$ cat src/rtl/cnn_pkg.sv
// cnn_pkg: shared widths and types for the CNN core datapath.
package cnn_pkg;
    localparam int DATA_W      = 32;
    localparam int POOL_WINDOW = 4;
    localparam int POOL_LOG2   = 2;
    typedef logic signed [DATA_W-1:0]           data_t;
    typedef logic signed [DATA_W+POOL_LOG2-1:0] pool_acc_t;
endpackage

$ cat src/rtl/avg_pool_unit.sv
// avg_pool_unit: streaming WINDOW-sample signed average with registered output.
// Define AVG_POOL_ROUND_EN to round half toward +inf instead of flooring.
module avg_pool_unit
    import cnn_pkg::*;
#(
    parameter int DATA_W      = cnn_pkg::DATA_W,
    parameter int WINDOW      = cnn_pkg::POOL_WINDOW,
    parameter int LOG2_WINDOW = cnn_pkg::POOL_LOG2
) (
    input  logic                     clk,
    input  logic                     rst,
    input  logic signed [DATA_W-1:0] layer2,
    input  logic                     enable,
    output logic signed [DATA_W-1:0] avg,
    output logic                     avg_valid
);
    localparam int ACC_W = DATA_W + LOG2_WINDOW;
    logic signed [ACC_W-1:0]       sum;
    logic signed [ACC_W-1:0]       total;
    logic        [LOG2_WINDOW-1:0] cnt;
    logic                          last;
    logic signed [DATA_W-1:0]      avg_next;
`ifdef AVG_POOL_ROUND_EN
    // One extra bit keeps the rounding addend from wrapping the accumulator.
    logic signed [ACC_W:0] rtotal;
    assign rtotal = $signed({total[ACC_W-1], total}) + $signed((ACC_W+1)'(WINDOW / 2));
`else
    logic signed [ACC_W-1:0] rtotal;
    assign rtotal = total;
`endif
    assign total    = sum + $signed({{LOG2_WINDOW{layer2[DATA_W-1]}}, layer2});
    assign last     = cnt == LOG2_WINDOW'(WINDOW - 1);
    assign avg_next = DATA_W'(rtotal >>> LOG2_WINDOW);
    always_ff @(posedge clk or negedge rst) begin
        if (!rst) begin
            sum       <= '0;
            cnt       <= '0;
            avg       <= '0;
            avg_valid <= 1'b0;
        end else begin
            avg_valid <= enable && last;
            if (enable) begin
                sum <= last ? '0 : total;
                cnt <= last ? '0 : cnt + 1'b1;
                if (last)
                    avg <= avg_next;
            end
        end
    end
endmodule

$ cat config.mk
export PLATFORM = sky130hd
export DESIGN_NAME = avg_pool_unit
export DESIGN_NICKNAME = d
export VERILOG_FILES = /design/src/rtl/cnn_pkg.sv /design/src/rtl/avg_pool_unit.sv
export SDC_FILE = /design/constraint.sdc
export NUM_CORES = 1
export LEC_CHECK = 0
export CAP_MARGIN = 20
export CORE_UTILIZATION = 45
export DETAILED_ROUTE_END_ITERATION = 10
export GPL_ROUTABILITY_DRIVEN = 0
export PLACE_DENSITY = 0.75
export SYNTH_ARGS = -nofsm -noshare
export SYNTH_HDL_FRONTEND = slang
export SYNTH_SLANG_ARGS = --single-unit
$ cat constraint.sdc
create_clock -name clk -period 3 [get_ports clk]
set_input_delay 0.9 -clock clk [delete_from_list [all_inputs] [get_ports clk]]
set_output_delay 0.9 -clock clk [all_outputs]
set_load 0.03 [all_outputs]
==> flow_metrics.tcl <==
set metrics [dict create \
    diodes 0 \
    final_cell_area_um2 6610 \
    regToRegSetupSlack_ns 0.39 \
    fin_nets 696 \
    clkTransAtPathRegs_ns 0.07 \
    hp-start "avg[14]$_DFFE_PN0P_" \
    synthesis.instances 464 \
    required_ns 3.22 \
    r2r_end "sum[30]$_DFFE_PN0P_" \
    cts_root_buf "clkbuf_8" \
    r2r-start "sum[0]$_DFFE_PN0P_" \
    fin_crit_sh_pct 99.4 \
    grt_pass1_wl_um 20600 \
    die_w_um 101 \
    synth_nets 534 \
    cp.arrival_ns 3.21 \
    p_per_area_nw_per_um2 1150 \
    final_cells 760 \
    die_h_um 101 \
    yosysWarningCount 0 \
    total_power_mw 7.57 \
    coreArea_um2 9330 \
    dp_cells 737 \
    cp_slowest_stage_delay_ns 0.36 \
    cpMaxStageDelayCell "fa_2" \
    tightestPinTransition_ns 0.458 \
    rr_worst_depth 13 \
    ioPinCount 68 \
    nFillCells 672 \
    crit_chain "dlygate4sd2_1 > ha_2 > inv_2 > fa_2 > nor2b_4 > o31ai_4 > a22oi_2 > a21oi_2 > o21ai_2 > a31oi_2 > buf_4 > buf_4 > o2111ai_1 > nand3_1" \
    drv_cap 0 \
    htreeDepth 3 \
    synth_top_cell_area_share_pct 39.5 \
    startpoint_type "input pin" \
    grt_antenna_before_repair 0 \
    antenna_left 0 \
    drt-total-wl_um 13200 \
    synthArstFlopShare_pct 100 \
    hold_viol 0 \
    die-area_um2 10100 \
    yosysSeqAreaShare_pct 39.5 \
    hold_path.class "reg -> reg" \
    clk_latency_ns 0.35 \
    detail_route.vias_per_cell 5.76 \
    place_ws_ns -0.573 \
    final_core_util_pct 70.9 \
    slew_headroom_pct 69.3 \
    setup_viol 0 \
    numCtsBuffers 9 \
    clkSinkCount 69 \
    synth.most_common_cell "dfrtp_1" \
    hold-path-endpoint "avg[14]$_DFFE_PN0P_" \
    io_buffers 67 \
    fin_skew_ns 0.0126 \
    fin_setup_tns_ns 0 \
    hold_depth 2 \
    fin_ws_ns 0.0167 \
    synth_edf_count 0 \
    grt_max_degree 70 \
    holdWs_ns 0.481 \
    synth_top_area_cell "dfrtp_1" \
    start_util_pct 46.9 \
    synth_area_um2 4380 \
    vias 4374 \
    dp.final_hpwl_um 8610 \
    drt_iter0_drc 142 \
    cpMostUsedCell "buf_4" \
    irDropWorstVdd_v 0.000539 \
    cts_tree "yes" \
    critical_path_class "in -> reg" \
    crit_fanout 3 \
    status "complete, no violations" \
    route.detailed.drc 0 \
    area_growth_pct 51.0 \
    fp-row-count 35 \
    ys_ff_latch 69 \
    ys.flop_type "dfrtp_1" \
    grt_pass1_vias 4436 \
    crit_path_end_kind "register" \
    drv_slew 0 \
    cts.path.max_buffers 2 \
    drtPass1Iterations 4 \
    cts_hold_buf 0 \
    place_area_um2 5860 \
    fmax_mhz 335 \
    wl_per_cell_um 17.3 \
    grt_overflow 0 \
    final_layout_size_suffix_gt1_share_pct 31.7 \
    layout_min_cycle_time_ns 2.98 \
    yosys-top-cells-count "dfrtp_1 (69), nand2_1 (52), o21ai_0 (46)" \
    synth_cell_types 61 \
    synthTopCellsByArea "dfrtp_1 (39%), ha_1 (9.7%), o21ai_0 (5.3%)" \
    p_leak_nw 2.93 \
    grt_usage_pct 26.0 \
    syn_area_per_cell_um2 9.43 \
]
## routing by layer
| layer | vias up | wire length, µm | part of all wire [%] | track usage [%] |
|---|---|---|---|---|
| met5 | - | 0 | 0 | 0 |
| met4 | 0 | 265 | 2.0 | 10.0 |
| met3 | 23 | 655 | 5.0 | 4.58 |
| met2 | 146 | 6600 | 50 | 45.8 |
| met1 | 2161 | 5630 | 43 | 31.7 |
| li1 | 2044 | - | - | - |
## state kept, by name (all words and copies together) (netlist names)
name / flops
avg: 32
cnt: 2
sum: 34
avg_valid: 1
## cells by family after synthesis
group | synth area share (%)
buffers and inverters | 3.14
multiplexers | 1.00
flip-flops | 39.5
AO/OA/AOI/OAI | 27.6
AND/OR/NAND/NOR | 13.2
XOR/XNOR | 5.40
adder cells (fa/ha/maj) | 10.2
## what timing repair did
item,CTS,global route
pin swaps,24,27
buffers inserted,4,3
setup endpoints to repair,36,28
gates resized for setup,38,58
## worst max-delay path by stage
stage	endpoint	start	slack [ns]	cells after the start
after floorplan	sum[30]$_DFFE_PN0P_	layer2[0]	0.0003	11
after global placement	sum[33]$_DFFE_PN0P_	layer2[1]	-0.49	10
after detailed placement	sum[33]$_DFFE_PN0P_	layer2[1]	-0.57	10
after CTS	sum[29]$_DFFE_PN0P_	layer2[5]	-0.04	12
after global routing	avg[28]$_DFFE_PN0P_	layer2[0]	-0.05	14
final	sum[30]$_DFFE_PN0P_	layer2[0]	0.02	14
## layout make-up
| class | instances | area (µm²) | share of cell area [%] |
|---|---|---|---|
| clock inverter | 4 | 70.1 | 1.06 |
| timing repair buffer | 172 | 1470 | 22.3 |
| sequential | 69 | 1730 | 26.1 |
| tap | 129 | 161 | 2.44 |
| clock buffer | 12 | 155 | 2.35 |
| multi-input combinational | 362 | 2980 | 45.1 |
| inverter | 12 | 45.0 | 0.682 |
## worst max-delay path, delay by kind of cell
kind,cells,cell delay [ns]
buf+inv,4,0.53
simple gates,2,0.26
fa+ha+maj,2,0.55
compound gates,6,0.97
## report_power, final
| group | switching (mW) | internal [mW] |
|---|---|---|
| logic | 2.60 | 2.41 |
| clock network | 0.364 | 0.512 |
| registers | 0.318 | 1.36 |
## cells in the final DEF, fill, tap and decap left out, drive strengths merged, types with 3 or more instances in the layout
master and instances:
o2bb2ai 26, xnor2 13, nand2 53, a21oi 36, clkbuf 12, nor3 9, inv 11, clkdlybuf4s50 54
o21bai 4, a22oi 3, o21a 6, or4 4, xor2 14, nor2 18, dlymetal6s2s 4, a31o 5
and2 4, dfrtp 69, o311ai 4, nor2b 7, mux2 3, or3 4, and3 3, buf 106
nand3 6, o2111ai 4, a21o 13, dlygate4sd2 7, o21ai 53, clkinv 3, nand4 6, a31oi 7
ha 34
Note: power is estimated with default switching activity, not from simulation.
